===== src/rtl/micro_ctrl_unit.sv =====
// micro_ctrl_unit: Moore microsequencer producing the 29-bit execution-unit
// control word, memory strobes with ready handshake and a wait-timeout watchdog.
module micro_ctrl_unit #(
   parameter int unsigned MAX_WAIT = 15,
   parameter int unsigned CNT_W    = 16
) (
   input  logic             clk,
   input  logic             rst_n,
   input  logic [15:0]      ire,
   input  logic [3:0]       cc,
   input  logic             mem_ready,
   output logic [28:0]      cwrd,
   output logic             mem_rd,
   output logic             mem_wr,
   output logic             halted,
   output logic             illegal,
   output logic             bus_err,
   output logic [CNT_W-1:0] instr_cnt
);

   localparam int unsigned WAIT_W = 8;
   localparam int unsigned OP_W   = 6;

   typedef enum logic [3:0] {
      S_F0, S_F1, S_F2, S_DEC, S_DSP,
      S_ALU0, S_ALU1, S_MOV,
      S_LD0, S_LD1, S_LD2,
      S_ST0, S_ST1, S_ST2,
      S_JMP, S_HALT
   } state_t;

   typedef struct packed {
      logic [1:0] ao;
      logic [1:0] pc;
      logic [1:0] t2;
      logic [3:0] rf;
      logic [1:0] t1;
      logic [2:0] alu;
      logic [1:0] di;
      logic       dout;
      logic [1:0] ire_sel;
      logic [1:0] irf;
      logic [6:0] pad;
   } ctrl_word_t;

   state_t             state;
   state_t             state_nxt;
   logic [WAIT_W-1:0]  wait_cnt;
   logic [WAIT_W-1:0]  wait_nxt;
   logic               retire;
   logic               set_illegal;
   logic               set_bus_err;
   logic [OP_W-1:0]    opcode;
   logic               unused_bits;

   assign opcode      = ire[15:10];
   assign unused_bits = ^{ire[9:0], cc[3:1]};

   // Control word for each state; unlisted fields stay zero.
   function automatic ctrl_word_t decode_cw(input state_t s);
      ctrl_word_t cw;
      cw = '0;
      case (s)
         S_F0:   begin cw.ao = 2'b01; cw.pc = 2'b01; cw.alu = 3'b001; end
         S_F1:   cw.irf = 2'b01;
         S_F2:   begin cw.t1 = 2'b01; cw.pc = 2'b10; end
         S_DEC:  cw.irf = 2'b10;
         S_ALU0: begin cw.rf = 4'b1011; cw.alu = 3'b100; end
         S_ALU1: begin cw.t1 = 2'b10; cw.rf = 4'b0001; end
         S_MOV:  cw.rf = 4'b0110;
         S_LD0:  begin cw.rf = 4'b0010; cw.ao = 2'b01; end
         S_LD1:  cw.di = 2'b01;
         S_LD2:  begin cw.di = 2'b10; cw.rf = 4'b0001; end
         S_ST0:  begin cw.rf = 4'b0010; cw.ao = 2'b01; end
         S_ST1:  begin cw.rf = 4'b0011; cw.dout = 1'b1; end
         S_JMP:  begin cw.rf = 4'b0010; cw.pc = 2'b10; end
         default: cw = '0;
      endcase
      return cw;
   endfunction

   // Next-state, wait counter and retire/flag events.
   always_comb begin
      state_nxt   = state;
      wait_nxt    = '0;
      retire      = 1'b0;
      set_illegal = 1'b0;
      set_bus_err = 1'b0;
      case (state)
         S_F0:  state_nxt = S_F1;
         S_F1, S_LD1, S_ST2: begin
            if (mem_ready) begin
               case (state)
                  S_F1:    state_nxt = S_F2;
                  S_LD1:   state_nxt = S_LD2;
                  default: begin state_nxt = S_F0; retire = 1'b1; end
               endcase
            end else if (wait_cnt == WAIT_W'(MAX_WAIT)) begin
               state_nxt   = S_HALT;
               set_bus_err = 1'b1;
            end else begin
               wait_nxt = wait_cnt + WAIT_W'(1);
            end
         end
         S_F2:  state_nxt = S_DEC;
         S_DEC: state_nxt = S_DSP;
         S_DSP: begin
            if (opcode[5:3] == 3'b000) begin
               state_nxt = S_ALU0;
            end else begin
               case (opcode)
                  6'b001000: state_nxt = S_MOV;
                  6'b001001: state_nxt = S_LD0;
                  6'b001010: state_nxt = S_ST0;
                  6'b001011: begin
                     if (cc[0]) begin
                        state_nxt = S_JMP;
                     end else begin
                        state_nxt = S_F0;
                        retire    = 1'b1;
                     end
                  end
                  6'b001100: state_nxt = S_JMP;
                  6'b111111: state_nxt = S_HALT;
                  default: begin
                     state_nxt   = S_F0;
                     retire      = 1'b1;
                     set_illegal = 1'b1;
                  end
               endcase
            end
         end
         S_ALU0: state_nxt = S_ALU1;
         S_ALU1, S_MOV, S_LD2, S_JMP: begin
            state_nxt = S_F0;
            retire    = 1'b1;
         end
         S_LD0:  state_nxt = S_LD1;
         S_ST0:  state_nxt = S_ST1;
         S_ST1:  state_nxt = S_ST2;
         S_HALT: state_nxt = S_HALT;
         default: state_nxt = S_F0;
      endcase
   end

   // State and wait counter registers.
   always_ff @(posedge clk or negedge rst_n) begin
      if (!rst_n) begin
         state    <= S_F0;
         wait_cnt <= '0;
      end else begin
         state    <= state_nxt;
         wait_cnt <= wait_nxt;
      end
   end

   // Moore outputs registered from the next state so they track the state register.
   always_ff @(posedge clk or negedge rst_n) begin
      if (!rst_n) begin
         cwrd   <= decode_cw(S_F0);
         mem_rd <= 1'b0;
         mem_wr <= 1'b0;
         halted <= 1'b0;
      end else begin
         cwrd   <= decode_cw(state_nxt);
         mem_rd <= (state_nxt == S_F1) || (state_nxt == S_LD1);
         mem_wr <= (state_nxt == S_ST2);
         halted <= (state_nxt == S_HALT);
      end
   end

   // Sticky error flags and retired-instruction counter.
   always_ff @(posedge clk or negedge rst_n) begin
      if (!rst_n) begin
         illegal   <= 1'b0;
         bus_err   <= 1'b0;
         instr_cnt <= '0;
      end else begin
         if (set_illegal) illegal <= 1'b1;
         if (set_bus_err) bus_err <= 1'b1;
         if (retire)      instr_cnt <= instr_cnt + CNT_W'(1);
      end
   end

endmodule


===== config.mk =====
export PLATFORM = sky130hd
export DESIGN_NAME = micro_ctrl_unit
export DESIGN_NICKNAME = d
export VERILOG_FILES = /design/src/rtl/micro_ctrl_unit.sv
export SDC_FILE = /design/constraint.sdc
export NUM_CORES = 1
export LEC_CHECK = 0
export CAP_MARGIN = 20
export CELL_PAD_IN_SITES_DETAIL_PLACEMENT = 0
export CELL_PAD_IN_SITES_GLOBAL_PLACEMENT = 1
export CORE_MARGIN = 1.5
export CORE_UTILIZATION = 35
export CTS_CLUSTER_DIAMETER = 60
export DETAILED_ROUTE_END_ITERATION = 16
export PLACE_DENSITY_LB_ADDON = 0.12
export SLEW_MARGIN = 30
export SYNTH_ARGS = -nofsm -noshare
export SYNTH_HDL_FRONTEND = slang
export SYNTH_SLANG_ARGS = --single-unit
export TNS_END_PERCENT = 50

===== constraint.sdc =====
create_clock -name clk -period 4.17 [get_ports clk]
set_input_delay 1.0425 -clock clk [delete_from_list [all_inputs] [get_ports clk]]
set_output_delay 1.0425 -clock clk [all_outputs]
set_load 0.005 [all_outputs]

### Yosys cells after proc, flatten, opt, wreduce, memory -nomap -nowiden

Cells that the tools add are included.

* output and inout bits: 50
* input bits: 23
* register bits after elaboration: 51
* word-level logic and storage cells: 90

* equality and inequality tests: 36
* add/sub/neg operators: 2
* muxes and demuxes: 30
* reduce and logical (&&, ||, !) cells: 13

Operator list (count)
* $eq 4x4->1 const B: 16
* $pmux 4 s11: 1
* $eq 6x4->1 const B: 5
* $eq 4x3->1 const B: 7
* $mux 8: 3
* $pmux 4 s6: 1
* $pmux 4 s5: 1
* $add 16x1->16 const B: 1
* $eq 4x2->1 const B: 4
* $mux 4: 4
* $pmux 2 s2: 4
* $mux 1: 12
* $reduce_or 3->1: 3
* $add 8x1->8 const B: 1
* $eq 4x1->1 const B: 2
* $eq 8x4->1 const B: 1
* $logic_not 4->1: 2
* $pmux 4 s2: 1
* $eq 6x6->1 const B: 1
* $pmux 3 s2: 1
* $reduce_or 2->1: 3
* $reduce_or 6->1: 1
* $reduce_or 5->1: 1
* $reduce_or 4->1: 1
* other kinds (4): 4

### Longest topological paths before layout

* depth after elaboration: 7
* depth in mapped cells: 8
* gate-level depth less buffers: 8

### Worst setup path before layout

No wires, ideal clock.

* path kind: input -> register
* start point: in ire[14]
* end point: reg instr_cnt[1]
* arrival time: 2.632 ns
* buffers on the path: 0
* cell stages on the path: 6
* path slack: 1.410 ns
* setup time: 0.127 ns
* data required time: 4.043 ns
* cell sequence: and4_4 -> a32oi_2 -> a211oi_2 -> nor4_4 -> and2_4 -> mux2_1

* longest elaborated chain between the ends: 5

RTL lines
* start: declaration: line 9 `input logic [15:0] ire,`
* $eq 6x6->1 / $eq 6x4->1 (equally long branches): line 111 `case (opcode)`
* $reduce_or 5->1 (no line)
* $pmux 1 s2: line 111
* $mux 1 *: line 108 `if (opcode[5:3] == 3'b000) begin`
* $pmux 1 s3 *: line 89 `case (state)`
* end signal: assignment: line 181 `if (retire) instr_cnt <= instr_cnt + CNT_W'(1);`
* end: declaration: line 18 `output logic [CNT_W-1:0] instr_cnt`

Mark *: on every way between the ends. The rest lies on a longest branch, timed or not.
A chain may end at the register's enable or synchronous reset.

### Final worst setup path

* start point: in ire[11]
* end point: reg cwrd[19]

* longest elaborated chain between the ends: 7

RTL lines
* $eq 6x6->1 / $eq 6x4->1 (equally long branches): line 111
* $pmux 4 s6 *: line 111
* $mux 4 *: line 108
* $pmux 4 s11 *: line 89
* $eq 4x4->1 / $eq 4x3->1 (equally long branches): line 63 `case (s)`
* $reduce_or 3->1 (no line) / $reduce_or 2->1 (equally long branches)
* $pmux 4 s5 *: line 63
* end signal: assignment: line 160 `cwrd <= decode_cw(S_F0);`
* end signal: assignment: line 165 `cwrd <= decode_cw(state_nxt);`
* end: declaration: line 12 `output logic [28:0] cwrd,`

Marked as above.

==> flow_summary_export.csv <==
group,metric,value,unit
drt,viasPerCell,4.849,
clocking,postCtsHoldBufs,0,
layout,area_delta_synth_final,22.62,%
sta,timing.final.max_slew_violations,0,
drt,drcViolationCount,0,
grt,antenna_found_initial,0,
clocking,ctsRootBufferMaster,"clkbuf_8",
setup_path,required,4.34,ns
floorplanning,boundaryPins,73,
synthesis,synthTopCellsByCount,"46 x dfrtp_1, 22 x nor2_1, 19 x xnor2_1",
power,p_comb_share,42.5,%
drt,dr.pass1.iters,4,
drt,drtIter0Drc,78,
layout,fillerInstances,672,
setup_path,cp_max_fo,10,
setup_path,critPathKind,"input pin to flop",
floorplanning,core,6907,um^2
hold_path,hp-class,"flop to flop",
clocking,clk_latency,0.30,ns
layout,stdcell_area,3127,um^2
power,power_switching_share,37.38,%
drt,ant_nets,0,
placed_design,io_buffers,46,
power,worst_ir_drop_vdd,0.0002261,V
grt,grt_max_degree,33,
setup_path,cp_slowest_cell,"clkdlybuf4s50_1",
clocking,clk_pin_slew,0.08,ns
power,switching_power,601.4,uW
drt,routedWlPerCell,13.73,um
synthesis,synthDistinctLibCells,53,
clocking,cts_resized,0,
grt,grt_pass1_wl,8.597,mm
placed_design,dpl.hpwl,3.619,mm
layout,final_nets,313,
sta,post-route-period-util,76.91,%
setup_path,slowest_delay,0.54,ns
sta,rsz0062_at_grt,"false",
synthesis,syn_area_per_cell,10.54,um^2
layout,final_cells,383,
synthesis,synth_area,2550,um^2
layout,multi_input_area,1192,um^2
job,drv_cap,0,
power,power,1609,uW
synthesis,ys_ff_latch,49,
floorplanning,fp-row-count,30,
synthesis,synth.most_common_cell,"dfrtp_1",
synthesis,synth-edff-count,0,
floorplanning,start_util,36.92,%
clocking,cts_tree,"built",
layout,diodes,0,
synthesis,yosysSeqAreaShare,48.23,%
floorplanning,die_area,7807,um^2
grt,overflow,0,
placed_design,dpl_cell_area,3053,um^2
clocking,clk_path_buf_depth,2,
clocking,htreeDepth,2,
placed_design,gp_congestion,0.7476,
clocking,postCtsSetupBuffers,0,
sta,fin_setup_tns,0,ns
synthesis,synth_warnings,0,
power,power.leakage,0.001292,uW
synthesis,async_flop_share,100.0,%
layout,seq_area,1230,um^2
synthesis,synth_largest_area_cell,"dfrtp_1",
setup_path,cp_cell_sequence,"clkdlybuf4s50_1 -> and3b_1 -> or4b_4 -> a211oi_4 -> a31oi_4 -> xnor2_1 -> a311o_1",
grt,grtUsageTotal,14.30,%
power,p_seq_share,41.5,%
sta,min_period,3.207,ns
grt,grt_pass1_vias,1733,
clocking,cts_buffers,5,
synthesis,syn_inst,242,
placed_design,place_inst,377,
sta,hold_viol,0,
power,p_int,1007,uW
sta,clock.fmax,311.8,MHz
layout,layout-drive-gt1-share,10.45,%
power,clockPowerShare,16.0,%
floorplanning,die_h,88.36,um
synthesis,synth_top_area_share,45.14,%
floorplanning,chipWidth,88.36,um
setup_path,critPathArrivalTime,3.38,ns
setup_path,critPathLaunchType,"input pin",
setup_path,end_kind,"flop",
status,status,"complete, no violations",
sta,skew,0.01189,ns
sta,setup_viol,0,
synthesis,synth_flop_cell,"dfrtp_1",
drt,via_count,1857,
synthesis,synth_area_leaders,"dfrtp_1 45%, xnor2_1 6.5%, buf_4 4.4%",
drt,wirelength,5.259,mm
power,powerDensity,514.5,nW/um^2
clocking,cts.sinks,49,
==> layout make-up <==
type / instances / share of cell area [%]
Clock buffer: 5 / 2.201
Timing Repair Buffer: 49 / 15.29
Clock inverter: 1 / 0.1601
Multi-Input combinational cell: 175 / 38.14
Sequential cell: 49 / 39.34
Inverter: 8 / 1.040
Tap cell: 96 / 3.842
==> state kept, by name, indices dropped and copies added (netlist names) <==
signal	flops
mem_wr	1
halted	1
instr_cnt	16
bus_err	1
state	4
wait_cnt	8
mem_rd	1
illegal	1
cwrd	16
==> layout by cell type (no fill, tap or decap), drive strengths merged, types with 2 or more instances in the layout <==
cell,synthesis,final
xor2,5,5
or4,2,2
a211oi,4,4
clkdlybuf4s50,0,45
and3,7,7
or3,3,3
inv,8,8
dfstp,3,3
a21oi,7,7
nand3,15,15
nand4,9,9
and2,4,4
nand2b,6,6
nor3b,3,3
and4,3,3
buf,16,4
ha,2,2
xnor2,19,19
nor4,8,8
nor3,5,5
nor2,24,24
and3b,2,2
nand4b,2,2
a32oi,2,2
conb,1,13
dfrtp,46,46
nand2,10,10
clkbuf,6,5
nor2b,3,3
o21ai,4,4
==> power by group through the flow <==
stage,registers (uW),clock network (uW),logic [uW]
detailed placement,676,0,685
finish,667,257,684
floorplan,644,0,461
global placement,676,0,682
global route,682,288,760
CTS,667,272,690
==> final timing paths <==
check                         start            to  slack [ns]  depth (start not counted)
hold / removal              illegal       illegal        0.46                          1
max in group asynchronous     rst_n      cwrd[27]        2.71                          2
hold reg to reg             illegal       illegal        0.46                          1
setup / recovery            ire[11]      cwrd[19]        0.96                          7
setup reg to reg           state[3]      cwrd[20]        1.66                          6
min in group asynchronous     rst_n  instr_cnt[0]        0.66                          1
==> kinds of logic after synthesis <==
family	Yosys count	synth area share, %
other cells	1	0.1471
flops	49	48.23
mux	1	0.4416
compound gates	27	9.471
buf+inv	30	6.772
xor+xnor	24	8.243
fa+ha+maj	2	0.9812
simple gates	108	25.71
==> layer usage <==
| layer | track usage [%] | wire (um) |
|---|---|---|
| met1 | 21.38 | 2666 |
| met2 | 20.89 | 2390 |
| met3 | 3.078 | 168 |
| met4 | 3.835 | 34 |
| met5 | 0 | 0 |
==> critical path: cells and delay by family <==
family                    cells  cell delay [ns]
buffers and inverters         1             0.54
AOI/OAI and AO/OA             3             0.87
and+or+nand+nor               2             0.73
xor gates and xnor gates      1             0.19
==> through the flow <==
stage	setup WS, ns	utilization (%)	hold slack, ns
2_1_floorplan	1.410	-	0.4329
3_3_place_gp	0.6686	44.20	0.4415
3_5_place_dp	0.6794	44.20	0.4480
4_1_cts	0.9822	45.27	0.4693
5_1_grt	0.8772	45.27	0.4774
6_report	0.9629	45.27	0.4625
(Power assumes the default switching activity.)
